===== config.mk =====
export PLATFORM = sky130hd
export DESIGN_NAME = param_up_down_counter
export DESIGN_NICKNAME = d
export VERILOG_FILES = /design/src/rtl/udc_pkg.sv /design/src/rtl/udc_prescaler.sv /design/src/rtl/param_up_down_counter.sv
export SDC_FILE = /design/constraint.sdc
export NUM_CORES = 1
export LEC_CHECK = 0
export BUFFER_PORTS_ARGS = -buffer_cell sky130_fd_sc_hd__buf_2
export CAP_MARGIN = 20
export CORE_AREA = 2 2 39 41
export CTS_BUF_LIST = sky130_fd_sc_hd__clkbuf_16
export DETAILED_ROUTE_END_ITERATION = 8
export DIE_AREA = 0 0 41 43
export HOLD_SLACK_MARGIN = 0.05
export PLACE_DENSITY = 0.62
export SETUP_SLACK_MARGIN = 0.15
export SKIP_LAST_GASP = 1
export SLEW_MARGIN = 20
export SYNTH_ARGS = -nofsm -noshare
export SYNTH_HDL_FRONTEND = slang
export SYNTH_HIERARCHICAL = 1
export SYNTH_SLANG_ARGS = --single-unit

===== constraint.sdc =====
create_clock -name clk -period 4.74 [get_ports clk]
set_clock_uncertainty 0.05 [all_clocks]
set_input_delay 0.948 -clock clk [delete_from_list [all_inputs] [get_ports clk]]
set_output_delay 0.948 -clock clk [all_outputs]
set_load 0.02 [all_outputs]

===== src/rtl/udc_pkg.sv =====
// Shared types and helpers for the parametrised up/down counter.
// Build option UDC_SATURATE_EN selects saturating instead of wrapping bounds.
package udc_pkg;

   typedef enum logic {
      UDC_DOWN = 1'b0,
      UDC_UP   = 1'b1
   } udc_dir_t;

   function automatic int udc_pcnt_w(input int prescale);
      return (prescale > 1) ? $clog2(prescale) : 1;
   endfunction

   function automatic int unsigned udc_clamp(
      input int unsigned val,
      input int unsigned modulus
   );
      return (val < modulus) ? val : modulus - 1;
   endfunction

endpackage


===== src/rtl/udc_prescaler.sv =====
// Divides enabled cycles down to one count step every PRESCALE enables.
// A synchronous clear (load) restarts the phase at zero.
module udc_prescaler
   import udc_pkg::*;
#(
   parameter int PRESCALE = 1
) (
   input  logic clk,
   input  logic rst_n,
   input  logic en,
   input  logic sync_clr,
   output logic step
);

   localparam int PCNT_W = udc_pcnt_w(PRESCALE);
   localparam logic [PCNT_W-1:0] PCNT_LAST = PCNT_W'(PRESCALE - 1);

   logic [PCNT_W-1:0] pcnt;

   // With PRESCALE==1 pcnt is stuck at 0, so step reduces to en.
   assign step = en && (pcnt == PCNT_LAST);

   always_ff @(posedge clk or negedge rst_n) begin
      if (!rst_n) begin
         pcnt <= '0;
      end else if (sync_clr || step) begin
         pcnt <= '0;
      end else if (en) begin
         pcnt <= pcnt + PCNT_W'(1);
      end
   end

endmodule


===== src/rtl/param_up_down_counter.sv =====
// Up/down counter with modulus, prescaler, load, terminal-count pulse and
// sticky ovf/unf flags. Define UDC_SATURATE_EN to hold at the bounds.
module param_up_down_counter
   import udc_pkg::*;
#(
   parameter int WIDTH    = 3,
   parameter int MODULUS  = 2 ** WIDTH,
   parameter int PRESCALE = 1
) (
   input  logic             clk,
   input  logic             rst_n,
   input  logic             en,
   input  logic             up_down,
   input  logic             load,
   input  logic [WIDTH-1:0] load_val,
   input  logic             clr_flags,
   output logic [WIDTH-1:0] Q,
   output logic             tc,
   output logic             ovf,
   output logic             unf
);

   localparam logic [WIDTH:0]   MAX_W1 = (WIDTH + 1)'(MODULUS - 1);
   localparam logic [WIDTH-1:0] MAX_Q  = WIDTH'(MODULUS - 1);

   logic             step;
   logic             at_max;
   logic             at_min;
   udc_dir_t         dir;
   logic [WIDTH-1:0] q_nxt;
   logic             tc_nxt;
   logic             ovf_set;
   logic             unf_set;

   udc_prescaler #(
      .PRESCALE (PRESCALE)
   ) u_pre (
      .clk      (clk),
      .rst_n    (rst_n),
      .en       (en),
      .sync_clr (load),
      .step     (step)
   );

   assign dir    = udc_dir_t'(up_down);
   assign at_max = ({1'b0, Q} == MAX_W1);
   assign at_min = (Q == '0);

   always_comb begin
      q_nxt   = Q;
      tc_nxt  = 1'b0;
      ovf_set = 1'b0;
      unf_set = 1'b0;
      if (load) begin
         q_nxt = WIDTH'(udc_clamp(32'(load_val), MODULUS));
      end else if (step) begin
         if (dir == UDC_UP) begin
            if (at_max) begin
`ifdef UDC_SATURATE_EN
               q_nxt = MAX_Q;
`else
               q_nxt = '0;
`endif
               tc_nxt  = 1'b1;
               ovf_set = 1'b1;
            end else begin
               q_nxt = Q + WIDTH'(1);
            end
         end else begin
            if (at_min) begin
`ifdef UDC_SATURATE_EN
               q_nxt = '0;
`else
               q_nxt = MAX_Q;
`endif
               tc_nxt  = 1'b1;
               unf_set = 1'b1;
            end else begin
               q_nxt = Q - WIDTH'(1);
            end
         end
      end
   end

   // A flag set in the same cycle as clr_flags wins.
   always_ff @(posedge clk or negedge rst_n) begin
      if (!rst_n) begin
         Q   <= '0;
         tc  <= 1'b0;
         ovf <= 1'b0;
         unf <= 1'b0;
      end else begin
         Q   <= q_nxt;
         tc  <= tc_nxt;
         ovf <= ovf_set | (ovf & ~clr_flags);
         unf <= unf_set | (unf & ~clr_flags);
      end
   end

endmodule


After elaboration in Yosys (flattened, before gate mapping):

Cells that the tools add are included.

* add/sub/neg operators: 3
* multipliers: 0
* div/mod/pow operators: 0
* $lt $le $gt $ge: 0
* equal/unequal tests: 1
* shift-type cells: 0
* muxes and demuxes: 18
* bitwise gates (word level): 6
* reduce and logical (&&, ||, !) cells: 5

Operator list (number)
* 3-bit 2-to-1 mux: 5
* 1-bit 2-to-1 mux: 13
* 2-bit nonzero test: 2
* 3-bit by 1-bit adder with 3-bit output, second input constant: 1
* 3-bit equality test, second input constant: 1
* 3-bit logical NOT: 1
* 3-bit by 1-bit subtractor with 3-bit output, second input constant: 1
* 1-bit bitwise AND: 2
* 1-bit NOT: 2
* 1-bit OR: 2
* 1-bit adder, second input constant: 1
* 1-bit logical AND: 1
* 1-bit logical OR: 1

* flip-flop bits (word level): 7
* bits in latches: 0
* RAM bits: 0
* memory bits (read-only): 0
* input port bits: 9
* word-level logic and storage cells: 38
* memories: 0

Depth between registers and ports, before layout:

Gate-level depths: netlist of the first run.

* depth in word-level cells: 6
* depth in mapped cells: 5
* mapped depth without buffers: 5

Cells and area by module:

Netlist of the first run, hierarchy kept.

By module, submodules not included
* param_up_down_counter: instances 1, cells an instance 40, area each 389.1 um^2, sequential area each 150.1 um^2
* udc_prescaler: instances 1, cells an instance 3, area each 46.3 um^2, sequential area each 25.0 um^2

Worst setup path after synthesis of the first run:

Ideal clock, no wire load.

* kind: input-to-reg
* from: in en
* to: reg Q[1]
* library setup time: 124 ps
* arrival: 1537 ps
* data required time: 4566 ps
* slack: 3029 ps
* stages: 4
* buffers on the path: 0
* path through: and2b_2 -> nand2b_4 -> a221oi_2 -> a211o_1

* longest elaborated chain between the ends: 2

Ends and longest elaborated chain
* from (decl): line param_up_down_counter.sv:12 `input logic en,`
* 1-bit logical AND: line udc_prescaler.sv:21 `assign step = en && (pcnt == PCNT_LAST);`
* 2-bit nonzero test (no line)
* to (signal assigned): line param_up_down_counter.sv:93 `Q <= q_nxt;`
* to (decl): line param_up_down_counter.sv:17 `output logic [WIDTH-1:0] Q,`

No other way between the ends.
A chain may end at the register's enable or synchronous reset.

Worst setup path after layout of the first run:

* from: reg Q[2]
* to: out Q[2]

No word-level cell between the ends.

==> impl_metrics.env, run 1 <==
export IMPL_power_per_cell_area_mw_per_mm2=420
export IMPL_clock_latency_ns=0.23
export IMPL_fmax_mhz=537
export IMPL_drv_cap=0
export IMPL_post_synth_instance_area_sq_um=435
export IMPL_synthTopCellsByCount="dfrtp_1, ha_1, inv_1"
export IMPL_gr_usage_all_layers=0.138
export IMPL_synth_sequential_area_ratio=0.402
export IMPL_place_gp_congestion=0.750
export IMPL_n_antenna_cell=0
export IMPL_floorplan_die_width_microns=41
export IMPL_synth_nets=57
export IMPL_worstPathRequired_ns=3.74
export IMPL_total_leakage_power_nw=0.312
export IMPL_worst_setup_path_start_kind="flop"
export IMPL_dp_hpwl_microns=676
export IMPL_hold_buffers=0
export IMPL_dieArea_sq_mm=0.00176
export IMPL_run_status="complete, no violations"
export IMPL_number_of_antenna_violations_at_the_first_check_in_global_routing=0
export IMPL_synth_warn=6
export IMPL_congestion_overflow_gr=0
export IMPL_yosys_area_top_type="dfrtp_1"
export IMPL_drive_gt1_frac=0.344
export IMPL_floorplan_initialDensity=0.315
export IMPL_critical_path_slowest_cell="dfrtp_1"
export IMPL_ir_worst_vdd_mv=0.254
export IMPL_cts_buffer_count=3
export IMPL_timing_final_setup_violations=0
export IMPL_critical_path_top_delay_family="flip-flops"
export IMPL_crit_buf_inv=1
export IMPL_tritoncts="yes"
export IMPL_cts_root_buffer_cell="clkbuf_16"
export IMPL_fin_total_pwr_mw=0.254
export IMPL_synth_top_cells_by_area="dfrtp_1, ha_1, a21oi_1, inv_1, a221oi_2"
export IMPL_tns_ns=0
export IMPL_most_used_standard_cell_by_instance_count_after_synthesis="dfrtp_1"
export IMPL_post_synth_top_flop="dfrtp_1"
export IMPL_min_period_over_period=0.393
export IMPL_drt_pass1_iter_count=4
export IMPL_synthesis_to_finish_area_growth_pct=38.8
export IMPL_post_cts_resized_instances=0
export IMPL_drt_drc_violations_left=0
export IMPL_vias_in_the_first_global_route=335
export IMPL_unrepaired_setup_endpoints_after_global_routing="false"
export IMPL_cts_clk_slew_worst_paths_ns=0.04
export IMPL_cts_num_sinks=7
export IMPL_netlist_cell_type_count=21
export IMPL_critical_path_max_fanout=7
export IMPL_synth_async_sr_flop_share=1.00
export IMPL_worst_slew_pin_transition_ns=0.199
export IMPL_setup_worst_path_class="reg -> out"
export IMPL_worst_hold_path_type="reg -> reg"
export IMPL_synth_top_area_share=0.402
export IMPL_netlist_instances=43
export IMPL_ff_latch_area_sq_um=175
export IMPL_filler_cell_count=144
export IMPL_cts_htree_levels=1
export IMPL_yosys_register_bits=7
export IMPL_final_hold_violation_count=0
export IMPL_setup_worst_path_end_class="primary output"
export IMPL_cell_by_cell_listing_of_the_critical_path="buf_2"
export IMPL_timing_max_transition_violations_final=0
export IMPL_drt_first_iter_violations=4
export IMPL_io_pins=15
export IMPL_chipHeight_microns=43
export IMPL_ant_nets=0
export IMPL_routed_wire_length_per_instance_microns=11.3
export IMPL_multi_input_comb_area_sq_um=241
export IMPL_vias_per_cell=4.92
export IMPL_placement_io_buffers=14
export IMPL_maxSlewHeadroom=0.868
export IMPL_cts_max_path_buffers=2
export IMPL_avgSynthCellArea_sq_um=10.1
export IMPL_std_cell_rows=14
export IMPL_design_final_nets=76
export IMPL_fin_crit_ns=1.86
export IMPL_core_region_area_sq_mm=0.00138
export IMPL_max_stage_delay_ns=0.43
export IMPL_post_cts_buffers=0
export IMPL_largest_net_degree_at_the_start_of_global_routing=9
export IMPL_rrSetupSlack_ns=3.13
export IMPL_grt_first_pass_wirelength_microns=1430
export IMPL_vias=379
export IMPL_wl_microns=872
export IMPL_crit_arrival_ns=0.87
export IMPL_synth_enable_flop_cells=0
==> routing by layer <==
layer | GRT usage | part of all wire | vias to the layer above
li1 | - | - | 188
met1 | 0.155 | 0.43 | 174
met2 | 0.156 | 0.43 | 12
met3 | 0.0785 | 0.075 | 5
met4 | 0.160 | 0.055 | 0
met5 | 0 | 0 | -
==> sequential cells by signal, summed over array words and instances (netlist names) <==
signal / count
unf: 1
Q: 3
u_pre/pcnt: 1
ovf: 1
tc: 1
==> cells in the final DEF, fill, tap and decap left out <==
cell type,n
buf_2,14
dfrtp_1,7
inv_1,6
ha_1,5
a21oi_1,4
clkbuf_16,3
nand2_1,2
o22ai_1,2
nor2_1,2
nor3_1,2
nor2b_1,2
nand2b_4,1
nand2b_1,1
or2_1,1
o31a_1,1
or3_1,1
a22oi_1,1
o31ai_1,1
or2b_1,1
a221oi_2,1
a211o_1,1
and2b_2,1
nor3b_2,1
==> cells by family (layout without fill, tap and decap cells) <==
kind of cell / count (synthesis) / in the layout / synth area share
AOI/OAI and AO/OA: 11 / 11 / 0.184
DFF: 7 / 7 / 0.402
adders and majority gates: 5 / 5 / 0.144
and+or+nand+nor: 15 / 15 / 0.227
buffers and inverters: 5 / 23 / 0.0431
==> cell type report <==
type	instances	area share
repair buffers	14	0.116
clock buffers	3	0.124
clock inverters	1	0.00621
multi-input cells	31	0.400
well taps	16	0.0331
flip-flops and latches	7	0.290
inverters	5	0.0311
==> metrics by stage <==
step	cells	setup WS (ns)	util	hold slack [ns]	area, sq um
after floorplan	43	3.03	-	0.433	435
after global placement	73	2.89	0.380	0.453	526
after detailed placement	73	2.87	0.380	0.452	526
after CTS	77	2.87	0.437	0.459	604
after global routing	77	2.82	0.437	0.477	604
final	77	2.88	0.437	0.454	604
==> worst paths after layout <==
kind,endpoint,start,cells after the start
min in group asynchronous,ovf,rst_n,1
worst max register to register,Q[1],Q[0],5
worst min-delay path,u_pre/pcnt,u_pre/pcnt,1
worst min register to register,u_pre/pcnt,u_pre/pcnt,1
max in group asynchronous,Q[1],rst_n,1
worst max-delay path,Q[2],Q[2],1
==> power breakdown <==
part / internal (mW) / total [mW] / switching, mW
registers: 0.0642 / 0.0688 / 0.00460
logic: 0.0189 / 0.0431 / 0.0241
clock network: 0.110 / 0.142 / 0.0321
Note: power is estimated with default switching activity, not from simulation.
==> run 2, diff against run 1 <==
Clock period 4.74 ns to 1.75 ns, I/O delays scaled along.
==> run 2 against run 1 <==
  * Die area stayed put
  * Critical endpoint is now Q[1]
  * Non-clock buffer count is 1 higher
  * Worst hold slack worse by 0.21 ns
  * Sequential power grew to 2.8 times the previous value
  * Count of clock-buffer cells in the layout stayed put
  * Largest cell class unchanged
==> impl_metrics.env, run 2 (synthesis results as in run 1) <==
export IMPL_worst_slew_pin_transition_ns=0.195
export IMPL_total_switching_power_mw=0.164
export IMPL_grt_first_pass_wirelength_microns=1460
export IMPL_synthesis_to_finish_area_growth_pct=44.3
export IMPL_ant_nets=0
export IMPL_drt_first_iter_violations=5
export IMPL_timing_max_transition_violations_final=0
export IMPL_filler_cell_count=140
export IMPL_clock_latency_ns=0.23
export IMPL_critical_path_max_fanout=6
export IMPL_cts_max_path_buffers=2
export IMPL_critical_path_top_delay_family="flip-flops"
export IMPL_vias_per_cell=4.90
export IMPL_wl_microns=928
export IMPL_fin_crit_ns=1.52
export IMPL_cts_clk_slew_worst_paths_ns=0.04
export IMPL_drt_drc_violations_left=0
export IMPL_number_of_antenna_violations_at_the_first_check_in_global_routing=0
export IMPL_min_period_over_period=0.870
export IMPL_layout_commonest_cell="buf_2"
export IMPL_critical_r2r_launch="Q[0]"
export IMPL_dp_cells=73
export IMPL_cell_by_cell_listing_of_the_critical_path="ha_4, ha_1, or2b_1, a221oi_2, a211o_1"
export IMPL_vias=382
export IMPL_chipHeight_microns=43
export IMPL_cts_buffer_count=3
export IMPL_cts_root_buffer_cell="clkbuf_16"
export IMPL_worst_hold_path_type="in -> reg"
export IMPL_power_frac_clock=0.549
export IMPL_dp_hpwl_microns=702
export IMPL_gr_usage_all_layers=0.126
export IMPL_largest_net_degree_at_the_start_of_global_routing=9
export IMPL_rrSetupSlack_ns=0.23
export IMPL_post_cts_buffers=0
export IMPL_worstPathRequired_ns=1.87
export IMPL_final_hold_violation_count=0
export IMPL_worst_setup_path_start_kind="flop"
export IMPL_power_per_cell_area_mw_per_mm2=1100
export IMPL_final_cell_mix="buf_2, dfrtp_1, inv_1"
export IMPL_tritoncts="yes"
export IMPL_finished_layout_cell_area_sq_um=628
export IMPL_place_gp_congestion=0.819
export IMPL_tns_ns=0
export IMPL_setup_worst_path_end_class="flop"
export IMPL_io_pins=15
export IMPL_crit_cells=5
export IMPL_placement_io_buffers=14
export IMPL_cts_htree_levels=1
export IMPL_ir_worst_vdd_mv=0.805
export IMPL_power_combinational_fraction=0.175
export IMPL_routed_wire_length_per_instance_microns=11.9
export IMPL_timing_reg2reg_worst_path_depth=5
export IMPL_crit_buf_inv=0
export IMPL_power_report_internal_total_mw=0.526
export IMPL_timing_final_setup_violations=0
export IMPL_setup_worst_path_class="reg -> reg"
export IMPL_floorplan_initialDensity=0.315
export IMPL_n_antenna_cell=0
export IMPL_maxSlewHeadroom=0.869
export IMPL_power_frac_seq=0.276
export IMPL_unrepaired_setup_endpoints_after_global_routing="false"
export IMPL_cp_endpoint="Q[1]"
export IMPL_design_final_nets=77
export IMPL_number_of_flip_flops_in_the_largest_register=3
export IMPL_cts_num_sinks=7
export IMPL_fmax_mhz=657
export IMPL_floorplan_die_width_microns=41
export IMPL_dieArea_sq_mm=0.00176
export IMPL_run_status="complete, no violations"
export IMPL_drv_cap=0
export IMPL_drive_gt1_frac=0.371
export IMPL_drt_pass1_iter_count=3
export IMPL_post_dp_cell_area_sq_um=527
export IMPL_crit_arrival_ns=1.64
export IMPL_switching_share_of_power=0.238
export IMPL_max_stage_delay_ns=0.44
export IMPL_worst_setup_path_startpoint="Q[0]"
export IMPL_core_region_area_sq_mm=0.00138
export IMPL_total_leakage_power_nw=0.315
export IMPL_vias_in_the_first_global_route=347
export IMPL_std_cell_rows=14
export IMPL_regMostFlops="Q"
export IMPL_congestion_overflow_gr=0
export IMPL_critical_path_slowest_cell="dfrtp_2"
export IMPL_instances_no_fill=78
export IMPL_regToRegEndpoint="Q[1]"
run 2: cell type report:
| type | instances | area [sq um] | share of cell area |
|---|---|---|---|
| timing repair buffer | 15 | 80.1 | 0.127 |
| clock inverter | 1 | 3.75 | 0.00598 |
| tap | 16 | 20.0 | 0.0319 |
| inverter | 5 | 18.8 | 0.0299 |
| multi-input combinational | 31 | 254 | 0.404 |
| clock buffer | 3 | 75.1 | 0.120 |
| sequential | 7 | 176 | 0.281 |
run 2: worst reg2reg max path: stages, from the launching register on:
cell	delay, ns
dfrtp_2	0.44
ha_4	0.18
ha_1	0.19
or2b_1	0.23
a221oi_2	0.25
a211o_1	0.12
run 2: how the worst min path moves through the flow:
stage,start,end,slack (ns),depth (start not counted)
floorplan,rst_n,Q[0],0.004,0
global placement,rst_n,Q[2],0.14,1
detailed placement,rst_n,ovf,0.14,1
CTS,en,u_pre/pcnt,0.24,2
global route,en,u_pre/pcnt,0.25,2
finish,en,u_pre/pcnt,0.24,2
run 2: power by group through the flow:
stage	logic, mW	registers, mW	clock network [mW]
5_1_grt	0.136	0.192	0.403
2_1_floorplan	0.0632	0.202	0
3_3_place_gp	0.116	0.189	0
6_report	0.121	0.190	0.379
3_5_place_dp	0.118	0.189	0
4_1_cts	0.120	0.187	0.385
run 2: repair_timing:
action	4_1_cts	5_1_grt
gates resized for setup	0	2
setup endpoints to repair	0	1
hold buffers	1	0
endpoints found under the hold margin	7	0
run 2: through the flow:
stage                     total power [mW]  utilization  setup slack [ns]  hold WS [ns]
after floorplan                      0.265            -             0.175       0.00441
after global placement               0.305        0.381             0.211         0.143
after detailed placement             0.307        0.381             0.175         0.144
after CTS                            0.692        0.445             0.166         0.243
after global routing                 0.731        0.454             0.171         0.248
final                                0.689        0.454             0.228         0.243
run 2: metal layers:
metal | vias up | track usage | part of all wire
met5 | - | 0 | 0
met1 | 178 | 0.133 | 0.44
met4 | 0 | 0.0600 | 0.0086
met3 | 2 | 0.0628 | 0.075
li1 | 189 | - | -
met2 | 13 | 0.197 | 0.48
==> run 3, diff against run 2 <==
Settings changed: CELL_PAD_IN_SITES_DETAIL_PLACEMENT set to 1, CELL_PAD_IN_SITES_GLOBAL_PLACEMENT set to 1, PLACE_DENSITY 0.62 to 0.77.
==> run 3 against run 2 <==
  * Sequential share of layout area grew 0.11 points
  * Wire length increased by 16%
  * Critical path depth unchanged
  * Register-to-register slack about the same
  * Critical path type unchanged
  * Non-clock buffer count grew 1
==> impl_metrics.env, run 3 (synthesis results as in run 1) <==
export IMPL_regMostFlops="Q"
export IMPL_run_status="complete, no violations"
export IMPL_vias_in_the_first_global_route=408
export IMPL_power_combinational_fraction=0.186
export IMPL_worst_setup_path_start_kind="flop"
export IMPL_std_cell_rows=14
export IMPL_cts_num_sinks=7
export IMPL_wl_microns=1070
export IMPL_max_stage_delay_ns=0.42
export IMPL_switching_share_of_power=0.246
export IMPL_critical_path_slowest_cell="dfrtp_2"
export IMPL_cts_max_path_buffers=2
export IMPL_place_gp_congestion=0.697
export IMPL_worst_slew_pin_transition_ns=0.204
export IMPL_gr_usage_all_layers=0.165
export IMPL_worst_hold_path_type="in -> reg"
export IMPL_total_switching_power_mw=0.173
export IMPL_timing_final_setup_violations=0
export IMPL_tns_ns=0
export IMPL_dieArea_sq_mm=0.00176
export IMPL_fin_total_pwr_mw=0.703
export IMPL_power_frac_clock=0.549
export IMPL_layout_commonest_cell="buf_2"
export IMPL_power_report_internal_total_mw=0.529
export IMPL_cts_root_buffer_cell="clkbuf_16"
export IMPL_instances_no_fill=79
export IMPL_fin_crit_ns=1.53
export IMPL_placement_io_buffers=14
export IMPL_cts_buffer_count=3
export IMPL_tritoncts="yes"
export IMPL_chipHeight_microns=43
export IMPL_drt_met1_wl_microns=500
export IMPL_n_antenna_cell=0
export IMPL_number_of_flip_flops_in_the_largest_register=3
export IMPL_multi_input_comb_area_sq_um=244
export IMPL_largest_net_degree_at_the_start_of_global_routing=9
export IMPL_final_cell_mix="buf_2, dfrtp_1, inv_1"
export IMPL_drv_cap=0
export IMPL_final_hold_violation_count=0
export IMPL_dp_hpwl_microns=806
export IMPL_congestion_overflow_gr=0
export IMPL_fmax_mhz=655
export IMPL_crit_arrival_ns=1.65
export IMPL_met2_layer_wire_length_in_the_routed_design_microns=497
export IMPL_cell_by_cell_listing_of_the_critical_path="ha_2, ha_1, or2b_1, a221oi_2, a211o_1"
export IMPL_timing_max_transition_violations_final=0
export IMPL_setup_worst_path_end_class="flop"
export IMPL_final_core_utilization=0.452
export IMPL_met3RoutedLength_microns=52
export IMPL_worstPathRequired_ns=1.87
export IMPL_cts_htree_levels=1
export IMPL_number_of_antenna_violations_at_the_first_check_in_global_routing=0
export IMPL_ant_nets=0
export IMPL_power_frac_seq=0.265
export IMPL_grt_first_pass_wirelength_microns=1840
export IMPL_drt_pass1_iter_count=2
export IMPL_total_leakage_power_nw=0.318
export IMPL_finalWorstSetupSlack_ns=0.224
export IMPL_setup_worst_path_class="reg -> reg"
export IMPL_cts_clk_slew_worst_paths_ns=0.04
export IMPL_finished_layout_cell_area_sq_um=626
export IMPL_ff_latch_area_sq_um=176
export IMPL_filler_cell_count=159
export IMPL_min_period_over_period=0.872
export IMPL_power_per_cell_area_mw_per_mm2=1120
export IMPL_highest_signal_layer="met4"
export IMPL_vias_per_cell=4.97
export IMPL_maxSlewHeadroom=0.863
export IMPL_pre_cts_ws_ns=0.149
export IMPL_post_dp_cell_area_sq_um=527
export IMPL_ir_worst_vdd_mv=0.572
export IMPL_dp_cells=73
export IMPL_routed_wire_length_per_instance_microns=13.6
export IMPL_floorplan_initialDensity=0.315
export IMPL_core_region_area_sq_mm=0.00138
export IMPL_drt_drc_violations_left=0
export IMPL_min_hold_slack_ns=0.237
export IMPL_floorplan_die_width_microns=41
export IMPL_drive_gt1_frac=0.381
export IMPL_drt_first_iter_violations=4
export IMPL_io_pins=15
export IMPL_clock_latency_ns=0.23
export IMPL_critical_path_max_fanout=4
export IMPL_vias=393
export IMPL_unrepaired_setup_endpoints_after_global_routing="false"
export IMPL_synthesis_to_finish_area_growth_pct=43.7
export IMPL_design_final_nets=78
[run 3: changes by cell type in the layout (fill, tap and decap cells not counted), sizes merged]
cell | before | now
buf | 14 | 15
[run 3: layout make-up]
cell class,instances,area share
clock buffer,3,0.120
clock inverter,1,0.00600
inverter,5,0.0300
multi-input combinational,31,0.390
sequential,7,0.282
tap,16,0.0320
timing repair buffer,16,0.140
[run 3: path summary, 6_finish.rpt]
check	start	endpoint	slack [ns]	cells past startpoint
max in group asynchronous	rst_n	Q[0]	0.97	2
max reg2reg	Q[0]	Q[1]	0.22	5
min in group asynchronous	rst_n	ovf	0.50	2
min reg2reg	u_pre/pcnt	u_pre/pcnt	0.47	1
max	Q[0]	Q[1]	0.22	5
min	en	u_pre/pcnt	0.24	2
[run 3: routing by layer]
metal  track usage  up-vias
met5             0        -
met4        0.0800        0
met3        0.0785        4
met2         0.234       10
met1         0.201      190
li1              -      189
[run 3: power groups by stage]
stage,sequential [mW],combinational (mW),clock [mW]
floorplan,0.202,0.0632,0
global placement,0.189,0.118,0
detailed placement,0.189,0.123,0
CTS,0.186,0.132,0.391
global route,0.188,0.147,0.402
finish,0.186,0.131,0.386
[run 3: critical path: cells and delay by family, from the launching register on]
kind	cells	cell delay, ns
AND/OR/NAND/NOR	1	0.24
flip-flops	1	0.42
adder cells (fa/ha/maj)	2	0.39
AO/OA/AOI/OAI	2	0.37
[run 3: what timing repair did]
| action | in CTS | in global routing |
|---|---|---|
| hold buffers | 1 | 0 |
| endpoints found under the setup margin | 1 | 1 |
| cloned | 0 | 0 |
| pin swaps | 0 | 1 |
| hold endpoints to repair | 7 | 0 |
| setup buffers | 1 | 0 |
| gates resized for setup | 0 | 1 |
